==> src/rtl/nano6502_pkg.sv <==
// Shared register map, bit positions and reset values for the nano6502 UART
// receive buffer.
package nano6502_pkg;

  localparam logic [1:0] RXB_DATA   = 2'd0;
  localparam logic [1:0] RXB_STATUS = 2'd1;
  localparam logic [1:0] RXB_COUNT  = 2'd2;
  localparam logic [1:0] RXB_CTRL   = 2'd3;

  localparam int ST_NOT_EMPTY = 0;
  localparam int ST_FULL      = 1;
  localparam int ST_OVERRUN   = 2;
  localparam int ST_IRQ       = 3;

  localparam int CTRL_RX_IRQ_EN  = 0;
  localparam int CTRL_OVR_IRQ_EN = 1;
  localparam int CTRL_RSVD       = 2;
  localparam int CTRL_THR_LSB    = 3;

  localparam logic [7:0] CTRL_RESET = 8'h08;

  // A programmed threshold of zero behaves exactly like a threshold of one.
  function automatic logic [4:0] thr_eff(input logic [4:0] thr);
    return (thr == 5'd0) ? 5'd1 : thr;
  endfunction

endpackage

==> src/rtl/sync_fifo.sv <==
// Single-clock FIFO with flush; a pop on empty is ignored and a push on full
// only succeeds when a real pop frees a slot in the same cycle.
module sync_fifo #(
  parameter int DEPTH_LOG2 = 4,
  parameter int WIDTH      = 8
) (
  input  logic                  clk_i,
  input  logic                  rst_i,
  input  logic                  push_i,
  input  logic                  pop_i,
  input  logic                  flush_i,
  input  logic [WIDTH-1:0]      data_i,
  output logic [WIDTH-1:0]      head_o,
  output logic [DEPTH_LOG2:0]   count_o,
  output logic                  full_o,
  output logic                  empty_o
);

  localparam int DEPTH = 1 << DEPTH_LOG2;
  localparam logic [DEPTH_LOG2:0] DEPTH_CNT = (DEPTH_LOG2 + 1)'(DEPTH);

  logic [WIDTH-1:0]      mem_q [DEPTH];
  logic [WIDTH-1:0]      mem_d [DEPTH];
  logic [DEPTH_LOG2-1:0] wr_q, wr_d;
  logic [DEPTH_LOG2-1:0] rd_q, rd_d;
  logic [DEPTH_LOG2:0]   count_q, count_d;
  logic                  do_push, do_pop;

  always_comb begin
    empty_o = (count_q == '0);
    full_o  = (count_q == DEPTH_CNT);
    do_pop  = pop_i & ~empty_o;
    do_push = push_i & (~full_o | do_pop);
    mem_d   = mem_q;
    wr_d    = wr_q;
    rd_d    = rd_q;
    count_d = count_q;
    if (flush_i) begin
      wr_d    = '0;
      rd_d    = '0;
      count_d = '0;
    end else begin
      if (do_push) begin
        mem_d[wr_q] = data_i;
        wr_d        = wr_q + 1'b1;
      end
      if (do_pop) begin
        rd_d = rd_q + 1'b1;
      end
      case ({do_push, do_pop})
        2'b10:   count_d = count_q + 1'b1;
        2'b01:   count_d = count_q - 1'b1;
        default: count_d = count_q;
      endcase
    end
    head_o  = empty_o ? '0 : mem_q[rd_q];
    count_o = count_q;
  end

  always_ff @(posedge clk_i) begin
    if (rst_i) begin
      wr_q    <= '0;
      rd_q    <= '0;
      count_q <= '0;
    end else begin
      wr_q    <= wr_d;
      rd_q    <= rd_d;
      count_q <= count_d;
    end
  end

  // Storage needs no reset: an empty FIFO never exposes stale entries.
  always_ff @(posedge clk_i) begin
    mem_q <= mem_d;
  end

endmodule

==> src/rtl/uart_rx_buffer.sv <==
// Buffered UART receive front end: FIFO of received bytes, a 4-register CPU
// window (DATA/STATUS/COUNT/CTRL) and a registered active-low interrupt.
module uart_rx_buffer
  import nano6502_pkg::*;
#(
  parameter int DEPTH_LOG2 = 4
) (
  input  logic       clk_i,
  input  logic       rst_i,
  input  logic [7:0] rx_data_i,
  input  logic       rx_valid_i,
  input  logic       cs_i,
  input  logic       R_W_n,
  input  logic [1:0] reg_addr_i,
  input  logic [7:0] data_i,
  output logic [7:0] data_o,
  output logic       irq_n_o
);

  localparam int CW = DEPTH_LOG2 + 1;

  // Handshake: rx_valid_i is a one-cycle strobe with no back-pressure; a CPU
  // read of DATA (cs_i & R_W_n) pops at the edge ending that bus cycle.
  logic [7:0]    head;
  logic [CW-1:0] count;
  logic          full, empty;
  logic          pop, st_wr, ctrl_wr, flush, ovr_clr, ovr_set;
  logic [7:0]    count_ext, thr_ext;
  logic          irq_cond;

  logic       overrun_q, overrun_d;
  logic [7:0] ctrl_q, ctrl_d;
  logic       irq_n_q, irq_n_d;

  sync_fifo #(
    .DEPTH_LOG2(DEPTH_LOG2),
    .WIDTH     (8)
  ) u_fifo (
    .clk_i  (clk_i),
    .rst_i  (rst_i),
    .push_i (rx_valid_i),
    .pop_i  (pop),
    .flush_i(flush),
    .data_i (rx_data_i),
    .head_o (head),
    .count_o(count),
    .full_o (full),
    .empty_o(empty)
  );

  always_comb begin
    pop     = cs_i & R_W_n & (reg_addr_i == RXB_DATA);
    st_wr   = cs_i & ~R_W_n & (reg_addr_i == RXB_STATUS);
    ctrl_wr = cs_i & ~R_W_n & (reg_addr_i == RXB_CTRL);
    flush   = st_wr & data_i[ST_NOT_EMPTY];
    ovr_clr = st_wr & data_i[ST_OVERRUN];
    // A byte is lost only if the FIFO stays full this cycle and no flush
    // discards it anyway.
    ovr_set = rx_valid_i & full & ~(pop & ~empty) & ~flush;

    overrun_d = overrun_q;
    if (ovr_set) begin
      overrun_d = 1'b1;
    end else if (ovr_clr) begin
      overrun_d = 1'b0;
    end

    ctrl_d = ctrl_q;
    if (ctrl_wr) begin
      ctrl_d = data_i;
      ctrl_d[CTRL_RSVD] = 1'b0;
    end

    count_ext = {{(8 - CW){1'b0}}, count};
    thr_ext   = {3'b000, thr_eff(ctrl_q[7:CTRL_THR_LSB])};
    irq_cond  = (ctrl_q[CTRL_RX_IRQ_EN] & (count_ext >= thr_ext)) |
                (ctrl_q[CTRL_OVR_IRQ_EN] & overrun_q);
    irq_n_d   = ~irq_cond;
  end

  always_ff @(posedge clk_i) begin
    if (rst_i) begin
      overrun_q <= 1'b0;
      ctrl_q    <= CTRL_RESET;
      irq_n_q   <= 1'b1;
    end else begin
      overrun_q <= overrun_d;
      ctrl_q    <= ctrl_d;
      irq_n_q   <= irq_n_d;
    end
  end

  always_comb begin
    data_o = 8'h00;
    case (reg_addr_i)
      RXB_DATA: data_o = head;
      RXB_STATUS: begin
        data_o[ST_NOT_EMPTY] = ~empty;
        data_o[ST_FULL]      = full;
        data_o[ST_OVERRUN]   = overrun_q;
        data_o[ST_IRQ]       = ~irq_n_q;
      end
      RXB_COUNT: data_o = count_ext;
      default:   data_o = ctrl_q;
    endcase
  end

  assign irq_n_o = irq_n_q;

endmodule

==> config.mk <==
export PLATFORM = sky130hd
export DESIGN_NAME = uart_rx_buffer
export DESIGN_NICKNAME = d
export VERILOG_FILES = /design/src/rtl/nano6502_pkg.sv /design/src/rtl/sync_fifo.sv /design/src/rtl/uart_rx_buffer.sv
export SDC_FILE = /design/constraint.sdc
export NUM_CORES = 1
export LEC_CHECK = 0
export CORE_MARGIN = 10
export CORE_UTILIZATION = 35
export CTS_CLUSTER_SIZE = 28
export DETAILED_ROUTE_END_ITERATION = 16
export HOLD_SLACK_MARGIN = 0.12
export PLACE_DENSITY_LB_ADDON = 0.3
export SETUP_SLACK_MARGIN = 0.3
export SYNTH_ARGS = -nofsm -noshare
export SYNTH_HDL_FRONTEND = slang
export SYNTH_SLANG_ARGS = --single-unit
==> constraint.sdc <==
create_clock -name clk_i -period 4.1 [get_ports clk_i]
set_input_delay 0.615 -clock clk_i [delete_from_list [all_inputs] [get_ports clk_i]]
set_output_delay 0.615 -clock clk_i [all_outputs]
set_load 0.01 [all_outputs]
==> results.toml, run 1 <==
[logic_synthesis]
ys_top_cells_by_area = "edfxtp_1 59%, mux2i_1 7.0%, dfxtp_1 6.7%"
synthAdderAreaFrac = 0.0248
avgSynthCellArea_sq_um = 14.6
synth-simple-area-share = 0.0784
synth_edf_count = 128
synth_fp_nets = 484
synthArstFlopShare = 0
synth_compound_area_frac = 0.0734
synth_top_area_share = 0.586
ys_dominant_reg_cell = "edfxtp_1"
syn_inst = 448
yosys.area.top_type = "edfxtp_1"
synth_seq_area_share = 0.653
synth_top_family_by_area = "multiplexers"
synth_xor_area_frac = 0.0120
muxShareOfSynthArea = 0.129
yosysUniqueCellTypes = 51
yosysWarnings = 0
postSynthRegisterBits = 150
synth_area_sq_um = 6560

[sta]
clock.fmax_mhz = 270
setup_viol = 0
tns_ps = 0
hold_viol = 0
relSlewSlack = 0.306
finalMaxSlewViolations = 0
period_minus_slack_ps = 3700
rsz0062_at_grt = "no"
tightest_slew_ps = 1030
fin_skew_ps = 6.48
fin_crit_sh = 0.902

[power]
ir_drop_mv = 0.206
powerDensity_nw_per_um2 = 439
leakage_nw = 2.53

[global_route]
grt_pass1_wl_um = 22800
grt_use_total = 0.124
antenna_found_initial = 0
grt_pass1_vias = 3870
grt_overflow = 0
grt_max_degree = 23

[worst_setup_path]
path_cells = "clkdlybuf4s50_1, nand2_1, nor2_1, a2111oi_0, a22oi_1, o21ai_0, clkdlybuf4s50_1"
setup.worst_path.start_class = "input pin"
path_common_cell = "clkdlybuf4s50_1"
cp-end-kind = "output port"
cp.arrival_ps = 3080
cp.required_ps = 3480
cp_max_fo = 12
max_stage_delay_ps = 620
critical_path_class = "input pin to output port"
crit_slowest_cell = "clkdlybuf4s50_1"

[floorplan]
io_pins = 32
fp.dieH_um = 157
core-area_sq_um = 18600
rows = 50
die_x_um = 157
initial_core_util = 0.353
fp.dieArea_sq_um = 24600

[min_path]
hp-class = "flip-flop to flip-flop"

[clock_tree]
holdBufCountCts = 0
worstSkewPairLatency_ps = 420
root_buffer = "clkbuf_16"
cts_tree = "done"
postCtsSetupRepairBufs = 0
cts-htree-levels = 4
numCtsBuffers = 17
cts.sinks = 150
clk_pin_slew_ps = 60
cts_buffer_depth = 2

[finish]
nets = 531
most-common-layout-cells = "128 x edfxtp_1, 46 x mux2i_1, 37 x nor2_1"
final_common_cell = "edfxtp_1"
drive_gt1_frac = 0.118
antenna_cells = 0
area_delta_synth_final_pct = 18.1
final_area_sq_um = 7750
finish.utilization = 0.417
fillerInstances = 1657

[route]
vias_per_cell = 5.21
drt-total-wl_um = 14800
highest_layer = "met4"
wl_met3_um = 826
drc = 0
met2_length_um = 7120
met1_length_um = 6580
ant_nets = 0
drt_iter0_markers = 348
post_drt_wl_per_cell_um = 20.0
drtPass1Iterations = 5
num_vias = 3866

[run_status]
status = "complete, no violations"

[placement]
io_buffers = 31
placed_cell_area_sq_um = 7180
dp.final_hpwl_um = 10100
gp_congestion = 0.865

[job]
max_cap_violations = 0
## logic make-up (layout without fill, tap and decap cells)
group | Yosys count | in the layout
flip-flops | 150 | 150
XOR/XNOR | 9 | 9
multiplexers | 65 | 65
AO/OA/AOI/OAI | 70 | 70
buffers and inverters | 35 | 95
AND/OR/NAND/NOR | 106 | 106
adder cells (fa/ha/maj) | 13 | 13
## repair_timing
item,4_1_cts,5_1_grt
resized for setup,1,1
pin swaps,0,0
endpoints found under the setup margin,2,1
## power breakdown
| group | total, mW | internal (mW) | switching, mW |
|---|---|---|---|
| combinational | 0.197 | 0.0885 | 0.108 |
| clock | 1.51 | 0.947 | 0.565 |
| sequential | 1.69 | 1.68 | 0.0156 |
| total | 3.40 | 2.71 | 0.689 |
## registers in the layout (all words and copies together) (netlist names)
signal / count
overrun_q: 1
u_fifo.count_o: 5
u_fifo.wr_q: 4
u_fifo.rd_q: 4
u_fifo.mem_q: 128
ctrl_q: 7
irq_n_o: 1
## per-stage QoR
stage / worst slack (ps) / cells / power (mW) / hold slack, ps
after floorplan: 1240 / 448 / 1.83 / 477
after global placement: 455 / 710 / 1.92 / 507
after detailed placement: 297 / 710 / 1.92 / 525
after CTS: 335 / 742 / 3.43 / 544
after global routing: 330 / 742 / 3.52 / 559
final: 401 / 742 / 3.40 / 542
## critical path: cells and delay by family
kind / cells / cell delay [ps]
buffers and inverters: 2 / 1210
and+or+nand+nor: 2 / 490
AOI/OAI and AO/OA: 3 / 760
## area by class of cell
cell class / instances / area [sq um] / area share
flip-flops and latches: 150 / 4290 / 0.553
inverters: 10 / 37.5 / 0.00484
well taps: 234 / 293 / 0.0378
clock inverters: 11 / 131 / 0.0169
repair buffers: 53 / 475 / 0.0613
multi-input cells: 263 / 2080 / 0.269
clock buffers: 21 / 440 / 0.0568
## layer usage
layer | GRT usage | up-vias
met5 | 0 | -
met2 | 0.197 | 109
li1 | - | 1817
met4 | 0.0490 | 0
met1 | 0.155 | 1921
met3 | 0.0388 | 19
## cells in the mapped netlist (2+ instances only)
cell type	number
a2bb2oi_1	2
edfxtp_1	128
a22oi_1	8
buf_6	4
clkbuf_1	7
nor2_1	37
a211oi_1	8
a21o_1	3
dfxtp_1	22
nor3_1	5
nand2b_1	6
and2_1	4
o221ai_1	2
xnor2_1	3
a22o_1	4
a31oi_1	2
or3_1	4
mux2_2	7
buf_4	2
mux4_2	2
mux2i_1	46
nand2_1	25
a211o_1	2
ha_1	13
xor2_1	6
mux4_1	10
nor2b_1	10
a221oi_1	4
buf_1	4
nand3_1	6
o22ai_1	3
o21ai_0	10
inv_1	10
a21oi_1	16
nor4_1	2
buf_2	6
## path summary, 6_finish.rpt
kind | startpoint | endpoint | slack [ps] | depth (start not counted)
min reg2reg | ctrl_q[6] | ctrl_q[6] | 540 | 2
min | ctrl_q[6] | ctrl_q[6] | 540 | 2
max reg2reg | u_fifo.count_o[0] | u_fifo.count_o[4] | 900 | 11
max | reg_addr_i[1] | data_o[1] | 400 | 7
Power figures use the tool's default switching activity.
==> inputs of run 2 (changes only) <==
--- a/config.mk
+++ b/config.mk
@@ -6,7 +6,7 @@
 export NUM_CORES = 1
 export LEC_CHECK = 0
 export CORE_MARGIN = 10
-export CORE_UTILIZATION = 35
+export CORE_UTILIZATION = 60
 export CTS_CLUSTER_SIZE = 28
 export DETAILED_ROUTE_END_ITERATION = 16
 export HOLD_SLACK_MARGIN = 0.12
==> results.toml, run 2 (synthesis results as in run 1) <==
[run_status]
status = "complete, no violations"

[sta]
hold_viol = 0
finalMaxSlewViolations = 0
period_minus_slack_ps = 3570
relSlewSlack = 0.351
clock.fmax_mhz = 280
rsz0062_at_grt = "no"
fin_skew_ps = 4.63
fin_ws_ps = 531
setup_viol = 0
tightest_slew_ps = 971
tns_ps = 0
fin_crit_sh = 0.871

[placement]
placed_cell_area_sq_um = 6990
io_buffers = 31
dp_cells = 605
preCtsSetupSlack_ps = 463
dp.final_hpwl_um = 8990
gp_congestion = 0.901

[clock_tree]
numCtsBuffers = 17
root_buffer = "clkbuf_8"
worstSkewPairLatency_ps = 540
holdBufCountCts = 0
cts_buffer_depth = 2
clk_pin_slew_ps = 60
cts_tree = "done"
cts-htree-levels = 4
cts.sinks = 150

[floorplan]
rows = 38
fp.dieArea_sq_um = 15500
die_x_um = 125
initial_core_util = 0.608
fp.dieH_um = 125
core-area_sq_um = 10800
io_pins = 32

[route]
drtPass1Iterations = 5
ant_nets = 0
post_drt_wl_per_cell_um = 21.7
drt_iter0_markers = 532
drt-total-wl_um = 13800
drc = 0
vias_per_cell = 6.13
num_vias = 3913

[worst_setup_path]
cp-end-kind = "output port"
cp.arrival_ps = 2950
cp_max_fo = 40
critical_path_class = "flip-flop to output port"
cp.required_ps = 3480
setup.worst_path.start_class = "flip-flop"

[power]
leakage_nw = 2.48
ir_drop_mv = 0.588
powerDensity_nw_per_um2 = 453

[finish]
most-common-layout-cells = "128 x edfxtp_1, 46 x mux2i_1, 37 x nor2_1"
area_delta_synth_final_pct = 15.8
largest_reg_flops = 128
antenna_cells = 0
final_common_cell = "edfxtp_1"
final_area_sq_um = 7600
fin_cells = 638
nets = 521
drive_gt1_frac = 0.112
regMostFlops = "u_fifo.mem_q"

[global_route]
grt_overflow = 0
grt_pass1_wl_um = 21200
grt_use_total = 0.178
grt_pass1_vias = 3772
grt_max_degree = 41
antenna_found_initial = 0

[min_path]
hp-class = "flip-flop to flip-flop"

[job]
max_cap_violations = 0
## run 2: cell types whose count changed in the layout (fill, tap and decap cells not counted), sizes merged
cell      change
buf          -10
clkinv        -3
clkinvlp      +3
clkbuf        -2
inv           +2
## run 2: area by class of cell
class                           instances  area, sq um
Multi-Input combinational cell        263         2080
Timing Repair Buffer                   43          417
Sequential cell                       150         4290
Fill cell                             707         3190
Inverter                               10         37.5
Tap cell                              140          175
Clock inverter                         13          170
Clock buffer                           19          422
## run 2: routing by layer
| layer | global-route usage | routed length [um] | up-vias |
|---|---|---|---|
| met5 | 0 | 0 | - |
| met4 | 0.0562 | 225 | 0 |
| met3 | 0.0626 | 1080 | 19 |
| met2 | 0.278 | 6750 | 179 |
| met1 | 0.226 | 5770 | 1921 |
| li1 | - | - | 1794 |
## run 2: what timing repair did
item / CTS / global route
setup endpoints to repair: 4 / 2
setup buffers: 0 / 1
resized for setup: 2 / 2
gates cloned: 0 / 0
pin swaps: 0 / 0
## run 2: metrics by stage
| stage | hold WS [ps] | util | total power [mW] |
|---|---|---|---|
| 5_1_grt | 602 | 0.704 | 3.55 |
| 3_5_place_dp | 517 | 0.647 | 1.92 |
| 3_3_place_gp | 510 | 0.647 | 1.91 |
| 6_report | 530 | 0.704 | 3.44 |
| 2_1_floorplan | 477 | - | 1.83 |
| 4_1_cts | 532 | 0.703 | 3.45 |
## run 2: power breakdown
part           internal, mW  total, mW  switching, mW
registers              1.68       1.69         0.0179
clock network         0.934       1.56          0.621
logic                0.0883      0.192          0.104
total                  2.70       3.44          0.743
## run 2: worst max-delay path: stages (launching register included)
cell and delay, ps:
dfxtp_4 490, buf_12 280, mux2i_1 120, a22o_1 260, a211oi_1 360, a21oi_1 90, o21ai_0 190, clkdlybuf4s50_1 580
## run 2: worst paths after layout
kind	start	end	slack (ps)	cells after the start
setup reg to reg	u_fifo.count_o[1]	u_fifo.count_o[4]	930	11
hold reg to reg	ctrl_q[5]	ctrl_q[5]	530	2
hold / removal	ctrl_q[5]	ctrl_q[5]	530	2
setup / recovery	u_fifo.rd_q[0]	data_o[3]	530	7
